==> config.mk <==
export PLATFORM = sky130hd
export DESIGN_NAME = lmk0482_ctrl
export DESIGN_NICKNAME = d
export VERILOG_FILES = /design/src/rtl/lmk0482_ctrl.sv
export SDC_FILE = /design/constraint.sdc
export NUM_CORES = 1
export LEC_CHECK = 0
export ABC_AREA = 1
export BUFFER_PORTS_ARGS = -buffer_cell sky130_fd_sc_hd__clkbuf_2
export CAP_MARGIN = 20
export CORE_MARGIN = 1.5
export CORE_UTILIZATION = 40
export DETAILED_ROUTE_END_ITERATION = 8
export PLACE_DENSITY = 0.61
export SYNTH_ARGS = -nofsm -noshare
export SYNTH_HDL_FRONTEND = slang
export SYNTH_SLANG_ARGS = --single-unit
==> constraint.sdc <==
create_clock -name clk -period 5.7 [get_ports clk]
set_input_delay 0.855 -clock clk [delete_from_list [all_inputs] [get_ports clk]]
set_output_delay 0.855 -clock clk [all_outputs]
set_load 0.02 [all_outputs]
==> src/rtl/lmk0482_ctrl.sv <==
// lmk0482_ctrl: LMK0482 bring-up sequencer -- device reset, SPI config load from ROM, lock wait, SYNC pulse
module lmk0482_ctrl #(
  parameter int CLK_DIV      = 4,
  parameter int RST_CYCLES   = 64,
  parameter int NWORDS       = 16,
  parameter int LOCK_CYCLES  = 256,
  parameter int LOCK_TIMEOUT = 1000000,
  parameter int SYNC_CYCLES  = 16,
  localparam int AW = NWORDS > 1 ? $clog2(NWORDS) : 1
) (
  input  logic          reset,
  input  logic          clk,
  input  logic          start,
  output logic          busy,
  output logic          done,
  output logic          error,
  output logic [AW-1:0] rom_addr,
  output logic          rom_rd,
  input  logic [23:0]   rom_data,
  output logic          lmk0482_reset,
  output logic          lmk0482_sync,
  output logic          lmk0482_spi_cs_n,
  output logic          lmk0482_spi_sclk,
  output logic          lmk0482_spi_sdio_o,
  output logic          lmk0482_spi_sdio_oe,
  input  logic          lmk0482_status_ld1,
  input  logic          lmk0482_status_ld2
);
  localparam int CMAX = RST_CYCLES > CLK_DIV ? (RST_CYCLES > SYNC_CYCLES ? RST_CYCLES : SYNC_CYCLES)
                                             : (CLK_DIV > SYNC_CYCLES ? CLK_DIV : SYNC_CYCLES);
  localparam int CW = $clog2(CMAX + 1);
  localparam int LW = $clog2(LOCK_CYCLES + 1);
  localparam int TW = $clog2(LOCK_TIMEOUT + 1);
  localparam logic [CW-1:0] RST_LAST  = CW'(RST_CYCLES - 1);
  localparam logic [CW-1:0] DIV_LAST  = CW'(CLK_DIV - 1);
  localparam logic [CW-1:0] SYNC_LAST = CW'(SYNC_CYCLES - 1);
  localparam logic [AW-1:0] ADDR_LAST = AW'(NWORDS - 1);
  localparam logic [LW-1:0] LOCK_N    = LW'(LOCK_CYCLES);
  localparam logic [TW-1:0] TMO_N     = TW'(LOCK_TIMEOUT);

  typedef enum logic [3:0] {IDLE, RST, FETCH, LOAD, SHIFT, GAP, LOCK_WAIT, SYNC, DONE, ERR} state_t;

  state_t        state, state_n;
  logic [CW-1:0] cnt, cnt_n;
  logic [4:0]    bit_idx, bit_idx_n;
  logic          phase, phase_n;
  logic [23:0]   shreg, shreg_n;
  logic [AW-1:0] addr_n;
  logic [LW-1:0] lock_cnt, lock_cnt_n;
  logic [TW-1:0] tmo_cnt, tmo_cnt_n;
  logic [1:0]    ld1_sync, ld2_sync;
  logic          locked, half_end;

  assign locked   = ld1_sync[1] & ld2_sync[1];
  assign half_end = cnt == DIV_LAST;

  always_comb begin
    state_n    = state;
    cnt_n      = '0;
    bit_idx_n  = bit_idx;
    phase_n    = phase;
    shreg_n    = shreg;
    addr_n     = rom_addr;
    lock_cnt_n = '0;
    tmo_cnt_n  = '0;
    case (state)
      IDLE, DONE, ERR: begin
        state_n = start ? RST : state;
        addr_n  = start ? '0 : rom_addr;
      end
      RST: begin
        state_n = cnt == RST_LAST ? FETCH : RST;
        cnt_n   = cnt == RST_LAST ? '0 : cnt + CW'(1);
      end
      FETCH: state_n = LOAD;
      LOAD: begin
        shreg_n   = rom_data;
        bit_idx_n = '0;
        phase_n   = 1'b0;
        state_n   = SHIFT;
      end
      SHIFT: begin
        if (!half_end) cnt_n = cnt + CW'(1);
        else if (!phase) phase_n = 1'b1;
        else if (bit_idx == 5'd23) begin
          phase_n = 1'b0;
          state_n = GAP;
        end else begin
          phase_n   = 1'b0;
          bit_idx_n = bit_idx + 5'd1;
          shreg_n   = {shreg[22:0], 1'b0};
        end
      end
      GAP: begin
        if (!half_end) cnt_n = cnt + CW'(1);
        else if (rom_addr == ADDR_LAST) state_n = LOCK_WAIT;
        else begin
          addr_n  = rom_addr + AW'(1);
          state_n = FETCH;
        end
      end
      LOCK_WAIT: begin
        lock_cnt_n = locked ? lock_cnt + LW'(1) : '0;
        tmo_cnt_n  = tmo_cnt + TW'(1);
        state_n    = lock_cnt_n == LOCK_N ? SYNC : tmo_cnt_n == TMO_N ? ERR : LOCK_WAIT;
      end
      SYNC: begin
        state_n = cnt == SYNC_LAST ? DONE : SYNC;
        cnt_n   = cnt == SYNC_LAST ? '0 : cnt + CW'(1);
      end
      default: state_n = IDLE;
    endcase
  end

  always_ff @(posedge clk or posedge reset)
    if (reset) begin
      state               <= IDLE;
      cnt                 <= '0;
      bit_idx             <= '0;
      phase               <= 1'b0;
      shreg               <= '0;
      lock_cnt            <= '0;
      tmo_cnt             <= '0;
      ld1_sync            <= '0;
      ld2_sync            <= '0;
      rom_addr            <= '0;
      busy                <= 1'b0;
      done                <= 1'b0;
      error               <= 1'b0;
      rom_rd              <= 1'b0;
      lmk0482_reset       <= 1'b0;
      lmk0482_sync        <= 1'b0;
      lmk0482_spi_cs_n    <= 1'b1;
      lmk0482_spi_sclk    <= 1'b0;
      lmk0482_spi_sdio_o  <= 1'b0;
      lmk0482_spi_sdio_oe <= 1'b0;
    end else begin
      state               <= state_n;
      cnt                 <= cnt_n;
      bit_idx             <= bit_idx_n;
      phase               <= phase_n;
      shreg               <= shreg_n;
      lock_cnt            <= lock_cnt_n;
      tmo_cnt             <= tmo_cnt_n;
      ld1_sync            <= {ld1_sync[0], lmk0482_status_ld1};
      ld2_sync            <= {ld2_sync[0], lmk0482_status_ld2};
      rom_addr            <= addr_n;
      busy                <= !(state_n inside {IDLE, DONE, ERR});
      done                <= state_n == DONE;
      error               <= state_n == ERR;
      rom_rd              <= state_n == FETCH;
      lmk0482_reset       <= state_n == RST;
      lmk0482_sync        <= state_n == SYNC;
      lmk0482_spi_cs_n    <= state_n != SHIFT;
      lmk0482_spi_sclk    <= state_n == SHIFT && phase_n;
      lmk0482_spi_sdio_o  <= state_n == SHIFT && shreg_n[23];
      lmk0482_spi_sdio_oe <= state_n == SHIFT;
    end
endmodule
==> results.cfg <==
[clocking]
cts.clk_slew.worst_paths_ps = 80
numCtsBuffers = 9
cts_sinks = 88
cts_setup_buffers = 0
clockBufferDepth = 2
cts.hold.buffers_added = 0
clk_latency_ps = 360
cts_resized = 0
cts-root-buf = clkbuf_8
cts_max_level = 3
cts_tree = built

[layout]
antennaDiodeCount = 0
finalNonFillerCells = 770
fin_area_um2 = 5070
area_delta_synth_final_pct = 12.7
fill_cells = 1072
fin_util_pct = 46.5
drive_gt1_share_pct = 13.7
fin_nets = 661

[drt]
wl_mm = 9.45
drt-wirelength-per-cell_um = 12.3
routed_via_density = 4.99
vias = 3839
dr.first_iter.drc_count = 230
ant_nets = 0
drcViolationCount = 0
firstDrtPassIters = 4

[synth]
synth_edf_count = 0
syn_area_um2 = 4500
syn_inst = 581
synthesis.nets = 616
yosys.area.top_type = dfrtp_1
synth_top_area_share_pct = 48.4
synth.distinct_cells = 34
synth-main-ff-cell = dfrtp_1
yosysWarnings = 0
async_flop_share_pct = 100
ys_seq_elements = 88
synth_seq_area_share_pct = 49.0
avgSynthCellArea_um2 = 7.74
synthTopCellsByArea = dfrtp_1, nand2_1, nor2_1

[sta]
layout_min_cycle_time_ps = 2390
finalHoldViolCount = 0
finalSetupTns_ps = 0
report.final.slew_viol_count = 0
fin_skew_ps = 12.8
finalCritPeriodShare_pct = 41.9
slew_headroom_pct = 34.1
tightestPinTransition_ps = 988
rsz0062_at_grt = false
setup_viol = 0
max_freq_mhz = 418

[worst_setup_path]
worst_setup_path_start_kind = flop
cp.required_ps = 5940
crit_arrival_ps = 2630
endpoint_kind = flop
crit_type = flop to flop
crit_fanout = 28

[die]
die_w_um = 109
start_util_pct = 41.3
die-area_um2 = 11900
row_count = 38
pin_count = 43
die_h_um = 109
core-area_um2 = 10900

[power_and_ir_drop]
leakage_nw = 2.46
vdd_ir_drop_max_uv = 206
p_per_area_nw_per_um2 = 328
power.total_mw = 1.66

[job]
drv_cap = 0

[global_routing]
grt_pass1_wl_mm = 16.5
antenna_found_initial = 0
grt_start_max_net_pins = 57
track_usage_pct = 17.5
grt-ovfl-total = 0
grt_pass1_vias = 3771

[placed_design]
gp_congestion = 0.921
hpwl_mm = 6.76
placed_area_um2 = 4860
dp.cells = 755
numPortBuffers = 42

[outcome]
outcome = complete, no violations

[hold_path]
hold_class = flop to flop
## critical path, cell delays in order, from the launching register on
cell and delay [ps]:
dfrtp_1 410, nor2_1 160, inv_1 90, nor2_1 180
nand2_1 220, inv_2 380, nand2_1 90, nand2_1 90
nor2_2 60, inv_2 350, o21ai_0 140, nand2_1 70
nor2_1 40
## power by group
| part | internal, mW | switching [mW] |
|---|---|---|
| registers | 0.751 | 0.0728 |
| clock network | 0.235 | 0.210 |
| logic | 0.142 | 0.251 |
| total | 1.13 | 0.533 |
## area by class of cell
class | count | area, um2 | share of cell area [%]
Clock buffer | 12 | 165 | 3.26
Tap cell | 140 | 175 | 3.46
Multi-Input combinational cell | 397 | 1930 | 38.1
Timing Repair Buffer | 45 | 233 | 4.59
Sequential cell | 88 | 2200 | 43.5
Inverter | 85 | 320 | 6.32
Clock inverter | 3 | 40.0 | 0.790
## cell families (layout without fill, tap and decap cells)
| family | after synthesis | in the layout | synth area share, % |
|---|---|---|---|
| AND/OR/NAND/NOR | 322 | 322 | 30.8 |
| buffers and inverters | 96 | 145 | 8.10 |
| flip-flops | 88 | 88 | 49.0 |
| AO/OA/AOI/OAI | 65 | 65 | 9.66 |
| adder cells (fa/ha/maj) | 6 | 6 | 1.67 |
| XOR/XNOR | 4 | 4 | 0.779 |
## routing by layer
metal	GRT usage [%]	part of all wire [%]
met1	24.0	48
met2	27.8	46
met3	2.27	4.1
met4	7.14	1.9
met5	0	0
## final timing paths
path	cells past startpoint	slack, ps	startpoint	to
worst min register to register	0	350	ld1_sync[0]	ld1_sync[1]
worst min-delay path	0	350	ld1_sync[0]	ld1_sync[1]
worst max register to register	12	3310	state[3]	bit_idx[3]
max in group asynchronous	3	4070	reset	shreg[15]
min in group asynchronous	2	520	reset	tmo_cnt[2]
worst max-delay path	12	3310	state[3]	bit_idx[3]
## cell usage after synthesis, types with 5 or more instances
master	n
a21oi_1	16
a32oi_1	22
clkbuf_1	8
dfrtp_1	87
ha_1	6
inv_1	80
inv_2	5
nand2_1	155
nand2_2	5
nand3_1	34
nand4_1	10
nor2_1	91
nor2_2	7
nor3_1	11
o21ai_0	14
## registers in the layout, summed over array words and instances (netlist names), 2 cells and up
signal	count
cnt	7
shreg	24
lock_cnt	9
state	4
ld1_sync	2
tmo_cnt	20
rom_addr	4
bit_idx	5
ld2_sync	2
## layout by cell type, fill, tap and decap left out, types with 4 or more instances in the layout
cell type    n
a21oi_1     16
a32oi_1     22
clkbuf_2    42
clkbuf_8    12
dfrtp_1     87
ha_1         6
inv_1       79
inv_2        5
nand2_1    155
nand2_2      5
nand3_1     34
nand4_1     10
nor2_1      91
nor2_2       7
nor3_1      11
o21ai_0     14
o21bai_1     4
## stage by stage
| stage | worst slack, ps | hold WS [ps] |
|---|---|---|
| after global placement | 3410 | 332 |
| final | 3310 | 350 |
| after global routing | 2980 | 375 |
| after floorplan | 2570 | 331 |
| after CTS | 3290 | 353 |
| after detailed placement | 3340 | 335 |
Power figures use the tool's default switching activity.
